<file path="src/rtl/hazard_scoreboard_pkg.sv">
// Shared encodings for the MIPS hazard scoreboard: opcode/funct constants,
// Tuse/Tnew encodings, the scoreboard entry layout and the decode classes.
package hzd_pkg;

  // Primary opcodes
  localparam logic [5:0] OP_SPECIAL = 6'h00;
  localparam logic [5:0] OP_REGIMM  = 6'h01;
  localparam logic [5:0] OP_JAL     = 6'h03;
  localparam logic [5:0] OP_BEQ     = 6'h04;
  localparam logic [5:0] OP_BNE     = 6'h05;
  localparam logic [5:0] OP_BLEZ    = 6'h06;
  localparam logic [5:0] OP_BGTZ    = 6'h07;
  localparam logic [5:0] OP_ADDI    = 6'h08;
  localparam logic [5:0] OP_ADDIU   = 6'h09;
  localparam logic [5:0] OP_SLTI    = 6'h0A;
  localparam logic [5:0] OP_SLTIU   = 6'h0B;
  localparam logic [5:0] OP_ANDI    = 6'h0C;
  localparam logic [5:0] OP_ORI     = 6'h0D;
  localparam logic [5:0] OP_XORI    = 6'h0E;
  localparam logic [5:0] OP_LUI     = 6'h0F;
  localparam logic [5:0] OP_LB      = 6'h20;
  localparam logic [5:0] OP_LH      = 6'h21;
  localparam logic [5:0] OP_LW      = 6'h23;
  localparam logic [5:0] OP_LBU     = 6'h24;
  localparam logic [5:0] OP_LHU     = 6'h25;
  localparam logic [5:0] OP_SB      = 6'h28;
  localparam logic [5:0] OP_SH      = 6'h29;
  localparam logic [5:0] OP_SW      = 6'h2B;

  // SPECIAL funct codes
  localparam logic [5:0] F_SLL   = 6'h00;
  localparam logic [5:0] F_SRL   = 6'h02;
  localparam logic [5:0] F_SRA   = 6'h03;
  localparam logic [5:0] F_SLLV  = 6'h04;
  localparam logic [5:0] F_SRLV  = 6'h06;
  localparam logic [5:0] F_SRAV  = 6'h07;
  localparam logic [5:0] F_JR    = 6'h08;
  localparam logic [5:0] F_JALR  = 6'h09;
  localparam logic [5:0] F_MFHI  = 6'h10;
  localparam logic [5:0] F_MTHI  = 6'h11;
  localparam logic [5:0] F_MFLO  = 6'h12;
  localparam logic [5:0] F_MTLO  = 6'h13;
  localparam logic [5:0] F_MULT  = 6'h18;
  localparam logic [5:0] F_MULTU = 6'h19;
  localparam logic [5:0] F_DIV   = 6'h1A;
  localparam logic [5:0] F_DIVU  = 6'h1B;
  localparam logic [5:0] F_ADD   = 6'h20;
  localparam logic [5:0] F_ADDU  = 6'h21;
  localparam logic [5:0] F_SUB   = 6'h22;
  localparam logic [5:0] F_SUBU  = 6'h23;
  localparam logic [5:0] F_AND   = 6'h24;
  localparam logic [5:0] F_OR    = 6'h25;
  localparam logic [5:0] F_XOR   = 6'h26;
  localparam logic [5:0] F_NOR   = 6'h27;
  localparam logic [5:0] F_SLT   = 6'h2A;
  localparam logic [5:0] F_SLTU  = 6'h2B;

  // REGIMM rt-field branch selectors
  localparam logic [4:0] RT_BLTZ = 5'h00;
  localparam logic [4:0] RT_BGEZ = 5'h01;

  // Tuse/Tnew are 2-bit cycle counts; Tuse 3 marks an unused source
  typedef logic [1:0] tcnt_t;
  localparam tcnt_t T_NONE = 2'd3;

  typedef struct packed {
    logic       valid;
    logic [4:0] dst;
    tcnt_t      tnew;
  } sb_entry_t;

  typedef enum logic [3:0] {
    CL_NONE, CL_CALR, CL_SHIFT, CL_CALI, CL_LUI, CL_LOAD, CL_STORE,
    CL_BR2, CL_BR1, CL_JAL, CL_JR, CL_JALR, CL_MD, CL_MF, CL_MT
  } instr_class_e;

  typedef enum logic {MD_MULT, MD_DIV} md_kind_e;

endpackage

</file>
<file path="src/rtl/hazard_scoreboard_if.sv">
// D-stage hazard bus: instruction in, stall/forward/busy out.
interface hazard_scoreboard_if #(
  parameter int STAGES = 3
);
  localparam int FW = $clog2(STAGES + 1);

  logic [31:0]   instr_d;
  logic          valid_d;
  logic          stall;
  logic [FW-1:0] fwd_rs_d;
  logic [FW-1:0] fwd_rt_d;
  logic          md_busy;

  modport master (
    output instr_d, valid_d,
    input  stall, fwd_rs_d, fwd_rt_d, md_busy
  );

  modport slave (
    input  instr_d, valid_d,
    output stall, fwd_rs_d, fwd_rt_d, md_busy
  );
endinterface

</file>
<file path="src/rtl/hazard_scoreboard_decode.sv">
// Combinational D-stage decoder: instruction -> sources, destination,
// Tuse/Tnew and multiply/divide usage.
module hzd_decode
  import hzd_pkg::*;
(
  input  logic [31:0] i_instr,
  output logic [4:0]  o_rs,
  output logic [4:0]  o_rt,
  output logic [4:0]  o_dst,
  output tcnt_t       o_tuse_rs,
  output tcnt_t       o_tuse_rt,
  output tcnt_t       o_tnew,
  output logic        o_md_start,
  output md_kind_e    o_md_kind,
  output logic        o_md_use
);

  logic [5:0]   w_op;
  logic [5:0]   w_funct;
  logic [4:0]   w_rd;
  instr_class_e w_cls;

  assign w_op    = i_instr[31:26];
  assign w_funct = i_instr[5:0];
  assign w_rd    = i_instr[15:11];
  assign o_rs    = i_instr[25:21];
  assign o_rt    = i_instr[20:16];

  // Classify the instruction; the all-zero word is the canonical nop
  always_comb begin
    w_cls = CL_NONE;
    case (w_op)
      OP_SPECIAL: begin
        case (w_funct)
          F_SLL, F_SRL, F_SRA:                     w_cls = CL_SHIFT;
          F_SLLV, F_SRLV, F_SRAV,
          F_ADD, F_ADDU, F_SUB, F_SUBU, F_AND, F_OR,
          F_XOR, F_NOR, F_SLT, F_SLTU:             w_cls = CL_CALR;
          F_JR:                                    w_cls = CL_JR;
          F_JALR:                                  w_cls = CL_JALR;
          F_MFHI, F_MFLO:                          w_cls = CL_MF;
          F_MTHI, F_MTLO:                          w_cls = CL_MT;
          F_MULT, F_MULTU, F_DIV, F_DIVU:          w_cls = CL_MD;
          default:                                 w_cls = CL_NONE;
        endcase
      end
      OP_REGIMM: w_cls = (o_rt == RT_BLTZ || o_rt == RT_BGEZ) ? CL_BR1 : CL_NONE;
      OP_BEQ, OP_BNE:                              w_cls = CL_BR2;
      OP_BLEZ, OP_BGTZ:                            w_cls = CL_BR1;
      OP_JAL:                                      w_cls = CL_JAL;
      OP_ADDI, OP_ADDIU, OP_SLTI, OP_SLTIU,
      OP_ANDI, OP_ORI, OP_XORI:                    w_cls = CL_CALI;
      OP_LUI:                                      w_cls = CL_LUI;
      OP_LB, OP_LH, OP_LW, OP_LBU, OP_LHU:         w_cls = CL_LOAD;
      OP_SB, OP_SH, OP_SW:                         w_cls = CL_STORE;
      default:                                     w_cls = CL_NONE;
    endcase
    if (i_instr == 32'h0) w_cls = CL_NONE;
  end

  // Map the class onto register-use deadlines and result-ready times
  always_comb begin
    o_dst      = 5'd0;
    o_tnew     = 2'd0;
    o_tuse_rs  = T_NONE;
    o_tuse_rt  = T_NONE;
    o_md_start = 1'b0;
    o_md_use   = 1'b0;
    o_md_kind  = (w_funct == F_DIV || w_funct == F_DIVU) ? MD_DIV : MD_MULT;
    case (w_cls)
      CL_CALR:  begin o_dst = w_rd; o_tnew = 2'd1; o_tuse_rs = 2'd1; o_tuse_rt = 2'd1; end
      CL_SHIFT: begin o_dst = w_rd; o_tnew = 2'd1; o_tuse_rt = 2'd1; end
      CL_CALI:  begin o_dst = o_rt; o_tnew = 2'd1; o_tuse_rs = 2'd1; end
      CL_LUI:   begin o_dst = o_rt; o_tnew = 2'd1; end
      CL_LOAD:  begin o_dst = o_rt; o_tnew = 2'd2; o_tuse_rs = 2'd1; end
      CL_STORE: begin o_tuse_rs = 2'd1; o_tuse_rt = 2'd2; end
      CL_BR2:   begin o_tuse_rs = 2'd0; o_tuse_rt = 2'd0; end
      CL_BR1:   begin o_tuse_rs = 2'd0; end
      CL_JAL:   begin o_dst = 5'd31; o_tnew = 2'd0; end
      CL_JR:    begin o_tuse_rs = 2'd0; end
      CL_JALR:  begin o_dst = w_rd; o_tnew = 2'd0; o_tuse_rs = 2'd0; end
      CL_MD:    begin o_tuse_rs = 2'd1; o_tuse_rt = 2'd1; o_md_start = 1'b1; o_md_use = 1'b1; end
      CL_MF:    begin o_dst = w_rd; o_tnew = 2'd1; o_md_use = 1'b1; end
      CL_MT:    begin o_tuse_rs = 2'd1; o_md_use = 1'b1; end
      default:  ;
    endcase
  end

endmodule

</file>
<file path="src/rtl/hazard_scoreboard.sv">
// Stall and forward controller for the five-stage MIPS pipeline: a shift
// register scoreboard of in-flight producers plus a multiply/divide busy
// counter, compared against the decoded D-stage instruction.
module hazard_scoreboard
  import hzd_pkg::*;
#(
  parameter int STAGES      = 3,
  parameter int MULT_CYCLES = 5,
  parameter int DIV_CYCLES  = 10
) (
  input logic                clk,
  input logic                reset_n,
  hazard_scoreboard_if.slave bus
);

  localparam int FW    = $clog2(STAGES + 1);
  localparam int MDMAX = (MULT_CYCLES > DIV_CYCLES) ? MULT_CYCLES : DIV_CYCLES;
  localparam int CW    = $clog2(MDMAX + 1);

  logic [4:0]    w_rs, w_rt, w_dst;
  tcnt_t         w_tuse_rs, w_tuse_rt, w_tnew;
  logic          w_md_start, w_md_use;
  md_kind_e      w_md_kind;

  logic          w_data_stall, w_md_stall, w_stall, w_issue, w_md_busy;
  logic [FW-1:0] w_fwd_rs, w_fwd_rt;

  // Entry 1 is E; higher indices are older producers
  sb_entry_t     r_sb [1:STAGES];
  logic          r_md_e1;
  logic [CW-1:0] r_md_cnt;

  hzd_decode u_decode (
    .i_instr    (bus.instr_d),
    .o_rs       (w_rs),
    .o_rt       (w_rt),
    .o_dst      (w_dst),
    .o_tuse_rs  (w_tuse_rs),
    .o_tuse_rt  (w_tuse_rt),
    .o_tnew     (w_tnew),
    .o_md_start (w_md_start),
    .o_md_kind  (w_md_kind),
    .o_md_use   (w_md_use)
  );

  // Compare D sources against every in-flight producer; scanning oldest
  // to youngest lets the youngest ready match win the forward select
  always_comb begin
    w_data_stall = 1'b0;
    w_fwd_rs     = '0;
    w_fwd_rt     = '0;
    for (int k = STAGES; k >= 1; k--) begin
      if (r_sb[k].valid && r_sb[k].dst == w_rs && w_tuse_rs != T_NONE) begin
        if (r_sb[k].tnew > w_tuse_rs) w_data_stall = 1'b1;
        if (r_sb[k].tnew == 2'd0)     w_fwd_rs     = FW'(k);
      end
      if (r_sb[k].valid && r_sb[k].dst == w_rt && w_tuse_rt != T_NONE) begin
        if (r_sb[k].tnew > w_tuse_rt) w_data_stall = 1'b1;
        if (r_sb[k].tnew == 2'd0)     w_fwd_rt     = FW'(k);
      end
    end
  end

  assign w_md_busy  = (r_md_cnt != '0);
  assign w_md_stall = w_md_use && (w_md_busy || r_md_e1);
  assign w_stall    = bus.valid_d && (w_data_stall || w_md_stall);
  assign w_issue    = bus.valid_d && !w_stall;

  assign bus.stall    = w_stall;
  assign bus.fwd_rs_d = w_fwd_rs;
  assign bus.fwd_rt_d = w_fwd_rt;
  assign bus.md_busy  = w_md_busy;

  // Advance the scoreboard: issue or bubble into E, age older entries
  always_ff @(posedge clk or negedge reset_n) begin
    if (!reset_n) begin
      for (int k = 1; k <= STAGES; k++) r_sb[k] <= '0;
      r_md_e1 <= 1'b0;
    end else begin
      r_sb[1].valid <= w_issue && (w_dst != 5'd0);
      r_sb[1].dst   <= w_dst;
      r_sb[1].tnew  <= w_tnew;
      r_md_e1       <= w_issue && w_md_start;
      for (int k = 2; k <= STAGES; k++) begin
        r_sb[k].valid <= r_sb[k-1].valid;
        r_sb[k].dst   <= r_sb[k-1].dst;
        r_sb[k].tnew  <= (r_sb[k-1].tnew == 2'd0) ? 2'd0 : r_sb[k-1].tnew - 2'd1;
      end
    end
  end

  // Multiply/divide busy counter; a new start overrides any count in progress
  always_ff @(posedge clk or negedge reset_n) begin
    if (!reset_n) begin
      r_md_cnt <= '0;
    end else if (w_issue && w_md_start) begin
      r_md_cnt <= (w_md_kind == MD_DIV) ? CW'(DIV_CYCLES) : CW'(MULT_CYCLES);
    end else if (r_md_cnt != '0) begin
      r_md_cnt <= r_md_cnt - 1'b1;
    end
  end

endmodule

</file>
<file path="src/flat_wrapper.sv">
// flat-port wrapper written by rule: the top's interface ports become plain ports
module hazard_scoreboard_flat import hzd_pkg::*;
#(
  parameter int STAGES      = 3,
  parameter int MULT_CYCLES = 5,
  parameter int DIV_CYCLES  = 10
)
  (clk, reset_n, bus_instr_d, bus_valid_d, bus_stall, bus_fwd_rs_d, bus_fwd_rt_d, bus_md_busy);
  hazard_scoreboard_if #(.STAGES(STAGES)) bus_i ();
  input logic clk;
  input logic reset_n;
  input wire logic [$bits(bus_i.instr_d)-1:0] bus_instr_d;
  input wire logic [$bits(bus_i.valid_d)-1:0] bus_valid_d;
  output wire logic [$bits(bus_i.stall)-1:0] bus_stall;
  output wire logic [$bits(bus_i.fwd_rs_d)-1:0] bus_fwd_rs_d;
  output wire logic [$bits(bus_i.fwd_rt_d)-1:0] bus_fwd_rt_d;
  output wire logic [$bits(bus_i.md_busy)-1:0] bus_md_busy;
  assign bus_i.instr_d = bus_instr_d;
  assign bus_i.valid_d = bus_valid_d;
  assign bus_stall = bus_i.stall;
  assign bus_fwd_rs_d = bus_i.fwd_rs_d;
  assign bus_fwd_rt_d = bus_i.fwd_rt_d;
  assign bus_md_busy = bus_i.md_busy;
  hazard_scoreboard #(.STAGES(STAGES), .MULT_CYCLES(MULT_CYCLES), .DIV_CYCLES(DIV_CYCLES)) u_core (.clk(clk), .reset_n(reset_n), .bus(bus_i));
endmodule
</file>
<file path="config.mk">
export PLATFORM = sky130hd
export DESIGN_NAME = hazard_scoreboard_flat
export DESIGN_NICKNAME = d
export VERILOG_FILES = /design/src/rtl/hazard_scoreboard_pkg.sv /design/src/rtl/hazard_scoreboard_if.sv /design/src/rtl/hazard_scoreboard_decode.sv /design/src/rtl/hazard_scoreboard.sv /design/src/flat_wrapper.sv
export SDC_FILE = /design/constraint.sdc
export NUM_CORES = 1
export LEC_CHECK = 0
export ABC_AREA = 1
export ABC_CLOCK_PERIOD_IN_PS = 3300
export CORE_ASPECT_RATIO = 1.1
export CORE_MARGIN = 10
export CORE_UTILIZATION = 49
export CTS_CLUSTER_SIZE = 24
export DETAILED_ROUTE_END_ITERATION = 6
export PLACE_DENSITY_LB_ADDON = 0.08
export SLEW_MARGIN = 20
export SYNTH_ARGS = -nofsm -noshare
export SYNTH_HDL_FRONTEND = slang
export SYNTH_SLANG_ARGS = --single-unit
</file>
<file path="constraint.sdc">
create_clock -name clk -period 3.3 [get_ports clk]
set_input_delay 0.66 -clock clk [delete_from_list [all_inputs] [get_ports clk]]
set_output_delay 0.66 -clock clk [all_outputs]
set_load 0.01 [all_outputs]
</file>
Word-level counts from Yosys, hierarchy flattened:

Memories as Yosys holds them, arrays and structs flattened.
Cells that the tools add are included.
Widths: inputs -> output; s select.

* reduce and logical (&&, ||, !) cells: 43
* equal/unequal tests: 47
* multiplexer cells: 38
* add/subtract/negate cells: 3
* $lt $le $gt $ge: 6

Operators by type and width (count)
* $eq 6x4->1 const B: 8
* $eq 6x6->1 const B: 8
* $pmux 4 s9: 1
* $logic_not 32->1: 1
* $eq 5x5->1: 6
* $eq 4x4->1 const B: 7
* $mux 2: 13
* $eq 6x3->1 const B: 4
* $mux 4: 5
* $logic_and 1x1->1: 17
* $eq 4x3->1 const B: 4
* $mux 1: 15
* $pmux 5 s3: 1
* $eq 6x5->1 const B: 2
* $gt 2x2->1: 6
* $reduce_or 3->1: 4
* $reduce_or 5->1: 2
* $eq 4x2->1 const B: 2
* $pmux 2 s2: 2
* $reduce_or 4->1: 2
* $reduce_or 7->1: 1
* $eq 6x1->1 const B: 1
* $eq 6x2->1 const B: 1
* $logic_not 2->1: 3
* other kinds (15): 21

* input bits: 35
* logic and storage cells: 149
* memories kept: 1
* bits in registers: 29
* output and inout bits: 6
* bits in read-only memories: 256

Memories
* (no name shown): depth 64, bits a word 4, read ports 1, clocked after memory_dff 0, write ports 0, RTL line hazard_scoreboard_decode.sv:34 `case (w_funct)`

Depth between registers and ports, before layout:

* depth after elaboration: 27
* mapped depth: 24
* gate-level depth less buffers: 24

By module:

A second synthesis with hierarchy kept.

* cell total of the unflattened synthesis: 434
* area, all modules: 2702.6 µm²

Modules (own cells, without submodules)
* hazard_scoreboard: sequential area each 725.7 µm², cells each 276, instances 1, area an instance 1941.9 µm²
* hzd_decode: sequential area each 0.0 µm², cells each 158, instances 1, area an instance 760.7 µm²

Worst setup path after synthesis:

No wires, ideal clock.

* path type: input to output
* start point: input bus_instr_d[31]
* end point: output bus_stall
* buffers on the path: 0
* data arrival time: 2787 ps
* data required time: 2640 ps
* slack: -147 ps
* stages: 15
* cells stage by stage: nor2_4 nand3_1 nand2_2 nor2_4 nand2_4 nand4_1 a31oi_1 ha_1 a21oi_1 nand3_2 nand2_1 inv_2 nand2_2 nor2_8 nor2_1

* longest elaborated chain between the ends: 22
* elaborated cells on any way between the ends: 79
* classes of those cells: order compare: 6; eq/ne: 36; mux: 17; reduce/logical: 20

RTL lines
* start: declaration: RTL line flat_wrapper.sv:12 `input wire logic [$bits(bus_i.instr_d)-1:0] bus_instr_d;`
* $eq 6x4->1, or another cell as far along: RTL line hazard_scoreboard_decode.sv:32 `case (w_op)`
* $reduce_or 7->1, or another cell as far along: RTL line hazard_scoreboard_decode.sv:32
* $pmux 4 s9: RTL line hazard_scoreboard_decode.sv:32
* $mux 4 (*): RTL line hazard_scoreboard_decode.sv:58 `if (i_instr == 32'h0) w_cls = CL_NONE;`
* $eq 4x4->1, or another cell as far along: RTL line hazard_scoreboard_decode.sv:70 `case (w_cls)`
* $reduce_or 6->1 (no source line) / $reduce_or 4->1 (equally long branches)
* $pmux 2 s2: RTL line hazard_scoreboard_decode.sv:70
* $gt 2x2->1 / $ne 2x2->1 (equally long branches): RTL line hazard_scoreboard.sv:54, hazard_scoreboard.sv:53
* [... 6 more ...]
* $mux 1: RTL line hazard_scoreboard.sv:58 `if (r_sb[k].tnew > w_tuse_rt) w_data_stall = 1'b1;`
* $mux 1: RTL line hazard_scoreboard.sv:57 `if (r_sb[k].valid && r_sb[k].dst == w_rt && w_tuse_rt != T_NONE) begin`
* $mux 1: RTL line hazard_scoreboard.sv:54 `if (r_sb[k].tnew > w_tuse_rs) w_data_stall = 1'b1;`
* $mux 1: RTL line hazard_scoreboard.sv:53 `if (r_sb[k].valid && r_sb[k].dst == w_rs && w_tuse_rs != T_NONE) begin`
* $mux 1: RTL line hazard_scoreboard.sv:58
* $mux 1: RTL line hazard_scoreboard.sv:57
* $logic_or 1x1->1 (*): RTL line hazard_scoreboard.sv:66 `assign w_stall = bus.valid_d && (w_data_stall || w_md_stall);`
* $logic_and 1x1->1 (*): RTL line hazard_scoreboard.sv:66
* end: declaration: RTL line flat_wrapper.sv:14 `output wire logic [$bits(bus_i.stall)-1:0] bus_stall;`

Mark *: on every way between the ends. The rest lies on a longest branch, timed or not.

Worst setup path in the final report:

* start point: input bus_instr_d[30]
* end point: output bus_stall

The elaborated chain is that of the path after synthesis.

==> flow_summary.ini <==
[cells_and_area]
area_growth_syn_to_layout_pct = 61.59
finish.utilization_pct = 83.47
drive_gt1_share_pct = 44.22
design.final.nets = 541
diodes = 0
post-route-cell-area_um2 = 4258

[sta]
max_freq_ghz = 0.2639
timing.final.crit_period_ns = 3.789
tightest_pin_transition_ns = 0.4677
final_critical_path_setup_slack_ns = -0.4893
rsz_0062_raised_after_global_routing = yes
fin_crit_sh_pct = 114.8
skew_ns = 0.008222
finalHoldViolations = 0
maxSlewViolCount = 0
timing.hold.ws_ns = 0.4005
worst_slew_margin_rel_pct = 68.01
setup_violations = 4

[logic_synthesis]
synth_cells = 357
yosys_register_bits = 29
ys_warn_count = 0
async_reset_ff_share_pct = 100.0
avgSynthCellArea_um2 = 7.381
net_count_after_synthesis = 406
synth_seq_area_share_pct = 27.54
post_synth_most_frequent_cells = 60 x sky130_fd_sc_hd__nand2_1, 57 x sky130_fd_sc_hd__inv_1, 39 x sky130_fd_sc_hd__nor2_1, 29 x sky130_fd_sc_hd__dfrtp_1, 23 x sky130_fd_sc_hd__nand3_1
synthesis.area_um2 = 2635
synthDominantCellAreaShare_pct = 27.54
synth_flop_cell = sky130_fd_sc_hd__dfrtp_1
netlist_top_cells_area = sky130_fd_sc_hd__dfrtp_1 28%, sky130_fd_sc_hd__nand2_1 8.5%, sky130_fd_sc_hd__inv_1 8.1%, sky130_fd_sc_hd__ha_1 6.6%, sky130_fd_sc_hd__nor2_1 5.6%
synth_cell_type_count = 36
yosys.cell_count.top_type = sky130_fd_sc_hd__nand2_1
synth_edf_count = 0
netlist.top_cell.by_area = sky130_fd_sc_hd__dfrtp_1

[min_path]
worst_hold_path_cell_count = 0
hold_class = flip-flop to flip-flop

[floorplanning]
starting_density_of_the_core_pct = 51.66
placement_rows = 27
core_um2 = 5101
fp.dieArea_um2 = 8714
die_w_um = 89.92
floorplan.die.height_um = 96.91
num_io_pins = 41

[placement]
detailedPlacementHpwl_um = 5923
finalWeightedCongestion = 0.9784
post_dp_cell_area_um2 = 3637
port_buffers = 40

[power_and_ir_drop]
comb_power_share_pct = 42.7
static_leakage_nw = 2.195
p_switching_mw = 0.5172
power_density_nw_per_um2 = 328.5
power_frac_clock_pct = 23.8
seqPwrFrac_pct = 33.5
internal-power_mw = 0.8817
power.share.switching_pct = 36.97
totalPowerFinal_mw = 1.399
max-vdd-ir-drop_v = 0.0001922

[worst_setup_path]
crit_arrival_ns = 3.13
critical_path.top_delay_family = simple AND/OR/NAND/NOR gates
slowest_stage = sky130_fd_sc_hd__ha_4
timing_worst_setup_path_type = input pin to output pin
ff2ff_path_depth = 14
total_number_of_cells_along_the_worst_setup_path = 21
cpPeakStageDelay_ns = 0.30
crit_path_cell_trace = buf_6 > nor2_4 > buf_4 > nand3_4 > nor2_2 > nand3_2 > nand2_4 > nand2_8 > buf_6 > nand3_4 > nand2_4 > nor2_4 > nand2_4 > ha_4 > nand2_2 > a22oi_2 > nand3_2 > nand3_4 > nor2_8 > nor2_4 > buf_6
worstSetupEndpointType = output pin
critPathBufInv = 4
cp.required_ns = 2.64
reg2reg_slack_ns = 1.16
startpoint_type = input pin
path_max_fanout = 5

[detailed_routing]
initialDrtViolationCount = 224
drt_pass1_iterations = 4
postRouteAntennaNets = 0
via_per_inst = 5.428
routed_wl_um = 9177
drc = 0
num_vias = 3067
wl_per_cell_um = 16.24

[global_routing]
groute.usage.overall_pct = 17.92
grt_max_degree = 30
grt_pass1_vias = 2931
grt_first_pass_wirelength_um = 13210
antenna_found_initial = 0
globalRoute.totalOverflow = 0

[clock_tree]
cts_buffer_depth = 2
hold_bufs_at_cts = 0
cts.sinks = 29
cts_tree = yes
clock_pin_slew_worst_setup_and_hold_paths_ns = 0.07
cts_root_buffer = sky130_fd_sc_hd__clkbuf_8
htreeDepth = 2
cts_inserted_buffers = 5
clk-insertion-delay-late_ns = 0.28

[status]
violated_checks = setup timing
outcome = finished with violations

[run]
max_cap_violations = 0
[area by class of cell]
class	count	area (um2)
Sequential cell	29	725.7
Tap cell	72	90.09
Fill cell	308	843.3
Clock inverter	1	5.005
Clock buffer	7	96.34
Timing Repair Buffer	128	1059
Multi-Input combinational cell	263	2036
Inverter	65	246.5
[timing repair]
action                                  CTS  global route
endpoints found under the setup margin   11            11
pin swaps                                48            54
resized for setup                       107            70
buffers inserted                         13             8
[power by group through the flow]
stage	Sequential, mW	Clock, mW	Combinational (mW)
after global placement	0.468	0	0.481
after floorplan	0.455	0	0.302
after CTS	0.464	0.331	0.529
after detailed placement	0.469	0	0.495
final	0.468	0.333	0.598
after global routing	0.474	0.342	0.648
[sequential cells by signal (all words and copies together), names as in the netlist]
| name | flops |
|---|---|
| u_core.r_md_e1 | 1 |
| u_core.r_sb | 24 |
| u_core.r_md_cnt | 4 |
[cells by family after synthesis]
family / count (synthesis) / synth area share (%)
and+or+nand+nor: 186 / 39.79
buffers and inverters: 65 / 9.259
AOI/OAI and AO/OA: 48 / 11.78
DFF: 29 / 27.54
xor gates and xnor gates: 15 / 4.986
adders and majority gates: 14 / 6.648
[per-layer routing]
metal / part of all wire, % / track usage, %
met2: 54 / 31.83
met3: 3.8 / 2.699
met1: 38 / 20.67
met5: 0 / 0
met4: 4.1 / 7.786
[metrics by stage]
step / setup slack, ns / setup TNS [ns] / std cells
finish: -0.4893 / -0.5452 / 565
global route: -0.5977 / -1.176 / 565
floorplan: -0.04328 / -0.04328 / 357
global placement: -1.136 / -5.736 / 536
detailed placement: -1.204 / -6.580 / 536
CTS: -0.4404 / -0.4404 / 557
[worst paths after layout]
path | start | end
setup / recovery | bus_instr_d[30] | bus_stall
hold / removal | u_core.r_sb[23] | u_core.r_sb[15]
setup reg to reg | u_core.r_sb[20] | u_core.r_md_cnt[1]
hold reg to reg | u_core.r_sb[23] | u_core.r_sb[15]
max in group asynchronous | reset_n | u_core.r_sb[23]
min in group asynchronous | reset_n | u_core.r_sb[16]
[layout by cell type, fill, tap and decap left out, types with 12 or more instances in the layout]
master / count
sky130_fd_sc_hd__nand2_2: 12
sky130_fd_sc_hd__dlygate4sd2_1: 12
sky130_fd_sc_hd__nand3_1: 12
sky130_fd_sc_hd__dfrtp_1: 29
sky130_fd_sc_hd__nand2_4: 12
sky130_fd_sc_hd__nor2_4: 13
sky130_fd_sc_hd__inv_2: 12
sky130_fd_sc_hd__buf_4: 81
sky130_fd_sc_hd__nand2_1: 50
sky130_fd_sc_hd__inv_1: 52
sky130_fd_sc_hd__nand4_1: 17
sky130_fd_sc_hd__nand3_2: 14
sky130_fd_sc_hd__nor2_2: 12
sky130_fd_sc_hd__nor2_1: 25
Note: power is estimated with default switching activity, not from simulation.
